**config.mk**
```make
export PLATFORM = sky130hd
export DESIGN_NAME = gol_grid_streamer
export DESIGN_NICKNAME = d
export VERILOG_FILES = /design/src/rtl/gol_pkg.sv /design/src/rtl/gol_row_popcount.sv /design/src/rtl/gol_grid_streamer.sv
export SDC_FILE = /design/constraint.sdc
export NUM_CORES = 1
export LEC_CHECK = 0
export CORE_ASPECT_RATIO = 0.8
export CORE_UTILIZATION = 25
export CTS_BUF_LIST = sky130_fd_sc_hd__clkbuf_16
export CTS_CLUSTER_SIZE = 25
export DETAILED_ROUTE_END_ITERATION = 7
export SYNTH_ARGS = -nofsm -noshare
export SYNTH_HDL_FRONTEND = slang
export SYNTH_SLANG_ARGS = --single-unit
```
**constraint.sdc**
```tcl
create_clock -name clk -period 3.7 [get_ports clk]
set_clock_uncertainty 0.15 [all_clocks]
set_input_delay 0.74 -clock clk [delete_from_list [all_inputs] [get_ports clk]]
set_output_delay 0.74 -clock clk [all_outputs]
set_load 0.02 [all_outputs]
```
**src/rtl/gol_pkg.sv**
```systemverilog
// Shared Game of Life definitions: grid bit ordering, derived widths
// and the streamer state encoding.
package gol_pkg;

    localparam int GRID_SIZE_DEF = 3;

    typedef enum logic {
        IDLE,
        STREAM
    } gol_stream_state_e;

    // Cell (r, c) lives at bit r*n + c of the flattened grid.
    function automatic int cell_idx(input int r, input int c, input int n);
        return r * n + c;
    endfunction

    function automatic int row_w(input int n);
        return (n <= 2) ? 1 : $clog2(n);
    endfunction

    function automatic int pop_w(input int n);
        return $clog2(n * n + 1);
    endfunction

endpackage

```
**src/rtl/gol_row_popcount.sv**
```systemverilog
// Combinational live-cell count of a single grid row.
module gol_row_popcount #(
    parameter int WIDTH = 3,
    localparam int CNT_W = $clog2(WIDTH + 1)
) (
    input  logic [WIDTH-1:0] bits,
    output logic [CNT_W-1:0] count
);

    always_comb begin
        count = '0;
        for (int i = 0; i < WIDTH; i++) begin
            count = count + CNT_W'(bits[i]);
        end
    end

endmodule

```
**src/rtl/gol_grid_streamer.sv**
```systemverilog
// Snapshots the cell array and streams it out row by row over
// valid/ready, reporting population and a generation counter.
module gol_grid_streamer
    import gol_pkg::*;
#(
    parameter int GRID_SIZE = GRID_SIZE_DEF,
    parameter int GEN_W = 16,
    localparam int ROW_W = row_w(GRID_SIZE),
    localparam int POP_W = pop_w(GRID_SIZE),
    localparam int CELLS = GRID_SIZE * GRID_SIZE
) (
    input  logic                 clk,
    input  logic                 rst,
    input  logic [CELLS-1:0]     grid_i,
    input  logic                 snap_i,
    output logic                 snap_ready_o,
    output logic                 row_valid_o,
    input  logic                 row_ready_i,
    output logic [GRID_SIZE-1:0] row_data_o,
    output logic [ROW_W-1:0]     row_idx_o,
    output logic                 row_last_o,
    output logic [POP_W-1:0]     pop_o,
    output logic                 pop_valid_o,
    output logic [GEN_W-1:0]     gen_cnt_o,
    output logic                 overrun_o
);

    localparam int PC_W = $clog2(GRID_SIZE + 1);

    gol_stream_state_e state_q;
    gol_stream_state_e state_d;

    logic [CELLS-1:0] shadow_q;
    logic [ROW_W-1:0] ptr_q;
    logic [POP_W-1:0] acc_q;
    logic [POP_W-1:0] pop_q;
    logic             pop_valid_q;
    logic [GEN_W-1:0] gen_q;
    logic             overrun_q;

    logic [GRID_SIZE-1:0] row;
    logic [PC_W-1:0]      row_pop;
    logic                 handshake;
    logic                 accept;
    logic                 frame_done;

    assign row = shadow_q[cell_idx(int'(ptr_q), 0, GRID_SIZE) +: GRID_SIZE];

    gol_row_popcount #(
        .WIDTH(GRID_SIZE)
    ) u_row_popcount (
        .bits (row),
        .count(row_pop)
    );

    assign row_data_o = row;
    assign row_idx_o  = ptr_q;
    assign row_last_o = (ptr_q == ROW_W'(GRID_SIZE - 1));

    assign handshake  = row_valid_o & row_ready_i;
    assign frame_done = handshake & row_last_o;
    assign accept     = snap_i & snap_ready_o;

    always_ff @(posedge clk or posedge rst) begin
        if (rst) begin
            state_q <= IDLE;
        end else begin
            state_q <= state_d;
        end
    end

    always_comb begin
        state_d = state_q;
        unique case (state_q)
            IDLE: begin
                if (accept) state_d = STREAM;
            end
            STREAM: begin
                if (frame_done && !accept) state_d = IDLE;
            end
            default: state_d = IDLE;
        endcase
    end

    // Ready also rises on the final beat so a new frame follows with no bubble.
    always_comb begin
        row_valid_o  = 1'b0;
        snap_ready_o = 1'b0;
        unique case (state_q)
            IDLE: begin
                snap_ready_o = 1'b1;
            end
            STREAM: begin
                row_valid_o  = 1'b1;
                snap_ready_o = row_ready_i & row_last_o;
            end
            default: begin
                row_valid_o  = 1'b0;
                snap_ready_o = 1'b0;
            end
        endcase
    end

    always_ff @(posedge clk or posedge rst) begin
        if (rst) begin
            shadow_q <= '0;
            ptr_q    <= '0;
            acc_q    <= '0;
            gen_q    <= '0;
        end else if (accept) begin
            shadow_q <= grid_i;
            ptr_q    <= '0;
            acc_q    <= '0;
            gen_q    <= gen_q + GEN_W'(1);
        end else if (handshake && !row_last_o) begin
            ptr_q <= ptr_q + ROW_W'(1);
            acc_q <= acc_q + POP_W'(row_pop);
        end
    end

    // The final row is folded in directly, so pop_o never waits on acc_q.
    always_ff @(posedge clk or posedge rst) begin
        if (rst) begin
            pop_q       <= '0;
            pop_valid_q <= 1'b0;
        end else begin
            pop_valid_q <= frame_done;
            if (frame_done) begin
                pop_q <= acc_q + POP_W'(row_pop);
            end
        end
    end

    always_ff @(posedge clk or posedge rst) begin
        if (rst) begin
            overrun_q <= 1'b0;
        end else if (snap_i && !snap_ready_o) begin
            overrun_q <= 1'b1;
        end
    end

    assign pop_o       = pop_q;
    assign pop_valid_o = pop_valid_q;
    assign gen_cnt_o   = gen_q;
    assign overrun_o   = overrun_q;

endmodule

```
==> impl_results.md <==
- Clock slew at the register clock pins of the worst setup and hold paths: roughly 0.05 ns
- Area of the multi-input gates: roughly 750 um^2
- Reg2Reg Capture Point: acc_q[2]$_DFFE_PP0P_
- Fin. max-slew vios: 0
- Standard cell with the maximum stage delay on the critical path: sky130_fd_sc_hd__clkdlybuf4s50_1
- Maximum level of the CTS H-tree: 2
- Buffers from clock root to sink, at most: 2
- Post-cts sizing count: 0
- Drt via density: 4.181
- Average wire length per cell after detail routing: around 12 um
- Post-synthesis area per instance: slightly above 10 um^2
- Net count reported at finish: around 240
- Transition time of the tightest slew-check pin: 0.5504 ns
- Post-placement cell area: ~0.0023 mm^2
- Overall global routing resource usage: 11.19%
- Area growth from synthesis to layout: 36.35%
- Highest clock frequency the design can meet: approximately 330 MHz
- Vias in the first global route: roughly 1300
- Synth async-reset ratio: 100.0%
- Portion of the post-synthesis area used by sequential elements: between 50% and 60%
- TritonCTS buffer count: 5
- Final weighted congestion in routability-driven placement: 0.7442
- Max-slew headroom at the worst pin: a little over three fifths
- Number of enable flip-flop cells after synthesis: 0
- Worst-path fanout max: 5
- CP most frequent cell: sky130_fd_sc_hd__clkdlybuf4s50_1
- CTS tree: done
- Dominant synthesized flop cell: sky130_fd_sc_hd__dfrtp_1
- Clk_lat worst skew: approximately 0.27 ns
- Core outline area: between 0.006 and 0.007 mm^2
- Number of distinct library cells after synthesis: 31
- Number of post-CTS setup repair buffers: 0
- Worst reg2reg path depth: 8
- Max-cap violation count: 0
- Worst ir drop on vdd: a little over 0.3 mV
- Shortest period the worst path allows: roughly 3.0 ns
- WP data required: between 2 and 3 ns
- Synthesized netlist cell count: between 150 and 200
- Global route total overflow: 0
- Placed wire-length estimate after detailed placement: 2669 um
- Power density over the cells: around 750 mW/mm^2
- Category of the most critical setup path: input port to output pin
- Die X-Extent: just under 100 um
- Nature of the critical path startpoint: input port
- Fraction of the cycle the final worst path needs: 81.28%
- Worst R2R Setup Slack: 0.95 ns
- Static leakage: 1.107 nW
- Hold buffer count at CTS: 0
- FILL cells: 702
- Die area: about 0.0074 mm^2
- Critical path launch point: row_ready_i
- First DRT Iteration DRCs: 51
- Largest net degree at the start of global routing: 25
- Worst endpoint data arrival time: between 2 and 2.5 ns
- Crit path capture: snap_ready_o
- Worst Hold Margin: roughly 0.32 ns
- Outcome: completed
- Synthesis Warnings: 0
- Residual DRC: 0
- Final TNS setup: 0 ns
- Share of post-route cells with drive strength above 1: under 10%
- Clock sink count: 38
- Leading cell types in the layout, fill and taps excluded: 46 x sky130_fd_sc_hd__nand2_1, 42 x sky130_fd_sc_hd__clkdlybuf4s50_1, 38 x sky130_fd_sc_hd__dfrtp_1
- Reg area: roughly 950 um^2
- DRT antenna net count: 0
- Via Count: about 1300
- Die boundary height: about 77 um
- Worst Hold Class: register to register
- Number of nets produced by synthesis: 190
- Count of antenna diodes in the layout: 0
- Detailed-route wire length: ~3600 um
- Antenna violations before repair: 0
- Total of endpoints with negative setup slack in the final report: 0
- Cell Chain, Critical Path: clkdlybuf4s50_1 > a21boi_4 > inv_2 > clkdlybuf4s50_1
- Total of buffers placed on input and output ports: 42
- Worst flop-to-flop path startpoint: row_idx_o[1]$_DFFE_PP0P_
- Most common cell after layout, fill and taps aside: sky130_fd_sc_hd__nand2_1
- Top-Level Pins: 43
- #FFs+latches synth: 38
- Setup repair after global routing missed its margin: false
- Post-layout instance area: ~0.0024 mm^2
- Router iterations before antenna repair: 4
- Number of hold-slack violations in the final timing report: 0
- First-pass GRT wire length: ~6300 um
- Delay of the slowest critical-path stage: around 0.55 ns
- Capturing element type of the critical path: output pin
- Netlist area before placement: around 0.0018 mm^2
- Starting Density: 25.80%
- Rows: 27
- Cell at the root of the clock tree: sky130_fd_sc_hd__clkbuf_16
==> synth_stat cells, drive strengths merged, types with 3 or more instances <==
library cell	n	area, um^2
and3	3	18.77
buf	3	27.52
clkbuf	3	11.26
dfrtp	38	950.9
ha	4	50.05
inv	9	33.78
mux2i	3	30.03
nand2	47	178.9
nand3	12	60.06
nand4	6	50.04
nor2	4	15.01
o21ai	7	35.03
xnor2	15	131.4
==> through the flow <==
| step | utilization (%) | setup WS, ns | power (W) | instances |
|---|---|---|---|---|
| final | 35.18 | 0.6927 | 0.001808 | 304 |
| after global routing | 35.18 | 0.6420 | 0.001955 | 304 |
| after CTS | 35.18 | 0.6829 | 0.001845 | 304 |
| after detailed placement | 33.17 | 0.6824 | 0.001436 | 296 |
| after global placement | 33.17 | 0.6997 | 0.001420 | 296 |
| after floorplan | - | 0.6595 | 0.001135 | 171 |
==> worst min path at each step <==
stage | startpoint | end | slack [ns] | cells after the start
floorplan | shadow_q[0]$_DFFE_PP0P_ | shadow_q[0]$_DFFE_PP0P_ | 0.29 | 2
global placement | shadow_q[8]$_DFFE_PP0P_ | shadow_q[8]$_DFFE_PP0P_ | 0.31 | 2
detailed placement | shadow_q[7]$_DFFE_PP0P_ | shadow_q[7]$_DFFE_PP0P_ | 0.32 | 2
CTS | shadow_q[5]$_DFFE_PP0P_ | shadow_q[5]$_DFFE_PP0P_ | 0.33 | 2
global route | shadow_q[0]$_DFFE_PP0P_ | shadow_q[0]$_DFFE_PP0P_ | 0.35 | 2
finish | shadow_q[5]$_DFFE_PP0P_ | shadow_q[5]$_DFFE_PP0P_ | 0.32 | 2
==> final cells by class <==
cell class	instances	area share, %
sequential	38	39.42
clock buffer	5	5.187
multi-input combinational	118	30.91
clock inverter	3	0.5187
tap	87	4.512
inverter	9	1.400
timing repair buffer	44	18.05
==> per-layer routing <==
metal | vias to the layer above | global-route usage, % | share of wire, %
met5 | - | 0 | 0
met4 | 0 | 3.134 | 0.39
met2 | 24 | 15.60 | 43
met3 | 2 | 3.472 | 5.4
li1 | 656 | - | -
met1 | 589 | 16.42 | 51
==> where the power goes <==
| part | internal [W] | total, W | switching, W |
|---|---|---|---|
| Clock | 0.000243 | 0.000397 | 0.000154 |
| Sequential | 0.000541 | 0.000654 | 0.000113 |
| Combinational | 0.000354 | 0.000757 | 0.000403 |
| Total | 0.00114 | 0.00181 | 0.000670 |
==> cell families (layout without fill, tap and decap cells) <==
logic type | count (synthesis) | in the layout | share of synthesized area [%]
simple gates | 78 | 78 | 21.43
flops | 38 | 38 | 53.75
xor+xnor | 17 | 17 | 8.416
buf+inv | 15 | 61 | 4.101
compound gates | 13 | 13 | 4.880
fa+ha+maj | 6 | 6 | 5.092
mux | 4 | 4 | 2.334
==> worst max-delay path: cells and delay by family <==
family	cells	cell delay (ns)
AO/OA/AOI/OAI	1	0.26
buffers and inverters	3	1.11
==> registers in the layout, summed over array words and instances, names as in the netlist <==
name,count
acc_q,4
gen_cnt_o,16
overrun_o,1
pop_o,4
pop_valid_o,1
row_idx_o,2
shadow_q,9
state_q,1
(Power assumes the default switching activity.)
==> RTL change: new RTL, same settings <==
`GEN_W`: 16 -> 32.
--- a/src/rtl/gol_grid_streamer.sv
+++ b/src/rtl/gol_grid_streamer.sv
@@ -5,5 +5,5 @@
 #(
     parameter int GRID_SIZE = GRID_SIZE_DEF,
-    parameter int GEN_W = 16,
+    parameter int GEN_W = 32,
     localparam int ROW_W = row_w(GRID_SIZE),
     localparam int POP_W = pop_w(GRID_SIZE),
Ports: changed (resized gen_cnt_o); port bits go from 43 to 59. The function was not compared with the original's and may differ.
==> RTL change against the unedited design <==
Sequential cell count up 16; wire length up 52%; maximum frequency down 2.7%; hold slack better by 0.0086 ns; non-clock buffer count up 17; highest routed layer unchanged; design area up 40%; power up 14%; area after synthesis up 40%; combinational power up 2%; setup slack worse by 0.084 ns.
==> RTL change: results <==
{
  "relSlewSlack_pct": 60.5,
  "drt_wl_total_um": 5520,
  "grt_util_met2_pct": 16.6,
  "leakage_nw": 1.45,
  "synth_cell_type_count": 32,
  "largest_reg_flops": 32,
  "syn_nets": 251,
  "layout-drive-gt1-share_pct": 6.46,
  "use_met1_pct": 17.5,
  "r2r_setup_slack_ns": 1.00,
  "crit_path_max_fanout": 5,
  "place_area_sq_mm": 0.00324,
  "hpwl_um": 3960,
  "numCtsBuffers": 5,
  "h-tree-depth": 2,
  "grt_pass1_wl_um": 9490,
  "startpoint": "row_ready_i",
  "grt_max_degree": 55,
  "yosysSeqAreaShare_pct": 54.4,
  "layout.area.seq_sq_mm": 0.00135,
  "nets": 312,
  "outcome": "finished, final reports clean",
  "routabilityCongestion": 0.791,
  "clock_path_buffers": 2,
  "post_cts_resized": 0,
  "fill_cells": 987,
  "clockRootBuffer": "clkbuf_16",
  "worst_r2r_path_depth": 6,
  "hp-class": "register to register",
  "io_buffer_count": 58,
  "gr-usage-all-layers_pct": 11.7,
  "worstHoldStart": "shadow_q[3]",
  "cp_data_arrival_time_ns": 2.20,
  "reg2reg_to": "pop_o[1]",
  "clk_pin_slew_ns": 0.07,
  "hold_viol": 0,
  "first_global_vias": 1848,
  "diodes": 0,
  "vias_per_cell": 4.30,
  "p_switching_mw": 0.742,
  "clk_latency_ns": 0.29,
  "ir_drop_uv": 240,
  "globalRouteMet3Util_pct": 2.47,
  "yosys-top-cells-count": "54 x dfrtp_1, 50 x nand2_1, 31 x xnor2_1",
  "synthTopCellsByArea": "dfrtp_1 54%, xnor2_1 11%, nand2_1 7.6%",
  "drtIter0Drc": 58
}
-- RTL change: stage by stage --
stage                     setup slack [ns]  power, mW  instances
after floorplan                      0.695       1.31        232
after global placement               0.622       1.61        422
after detailed placement             0.589       1.63        422
after CTS                            0.588       2.10        430
after global routing                 0.497       2.22        430
final                                0.609       2.07        430
-- RTL change: critical path: stages --
cell             delay [ns]
clkdlybuf4s50_1        0.47
a21boi_2               0.30
inv_1                  0.13
clkdlybuf4s50_1        0.55
-- RTL change: worst min-delay path by stage --
stage	to	slack, ns	depth (start not counted)
after floorplan	shadow_q[0]	0.29	2
after CTS	shadow_q[5]	0.33	2
after global placement	shadow_q[2]	0.31	2
after detailed placement	shadow_q[5]	0.31	2
final	shadow_q[3]	0.33	2
after global routing	overrun_o	0.35	1
-- RTL change: cells by family after synthesis --
logic type / share of synthesized area (%)
AO/OA/AOI/OAI: 3.02
XOR/XNOR: 11.6
adder cells (fa/ha/maj): 3.63
buffers and inverters: 1.86
flip-flops: 54.4
multiplexers: 2.52
AND/OR/NAND/NOR: 22.9
-- RTL change: power by group through the flow --
stage / sequential, mW / combinational, mW / clock [mW]
after CTS: 0.835 / 0.785 / 0.485
final: 0.834 / 0.771 / 0.463
after floorplan: 0.872 / 0.441 / 0
after detailed placement: 0.847 / 0.783 / 0
after global routing: 0.857 / 0.855 / 0.512
after global placement: 0.842 / 0.763 / 0
-- RTL change: per-layer routing --
metal,wire [um],vias up
met2,2480,39
met5,0,-
met1,2740,889
met4,61,0
met3,242,4
li1,-,916
-- RTL change: cell type report --
type                            count  area share [%]
Sequential cell                    54            39.9
Multi-Input combinational cell    167            32.1
Timing Repair Buffer               61            18.2
Tap cell                          136            5.03
Clock buffer                        5            3.70
Clock inverter                      3           0.628
Inverter                            4           0.444
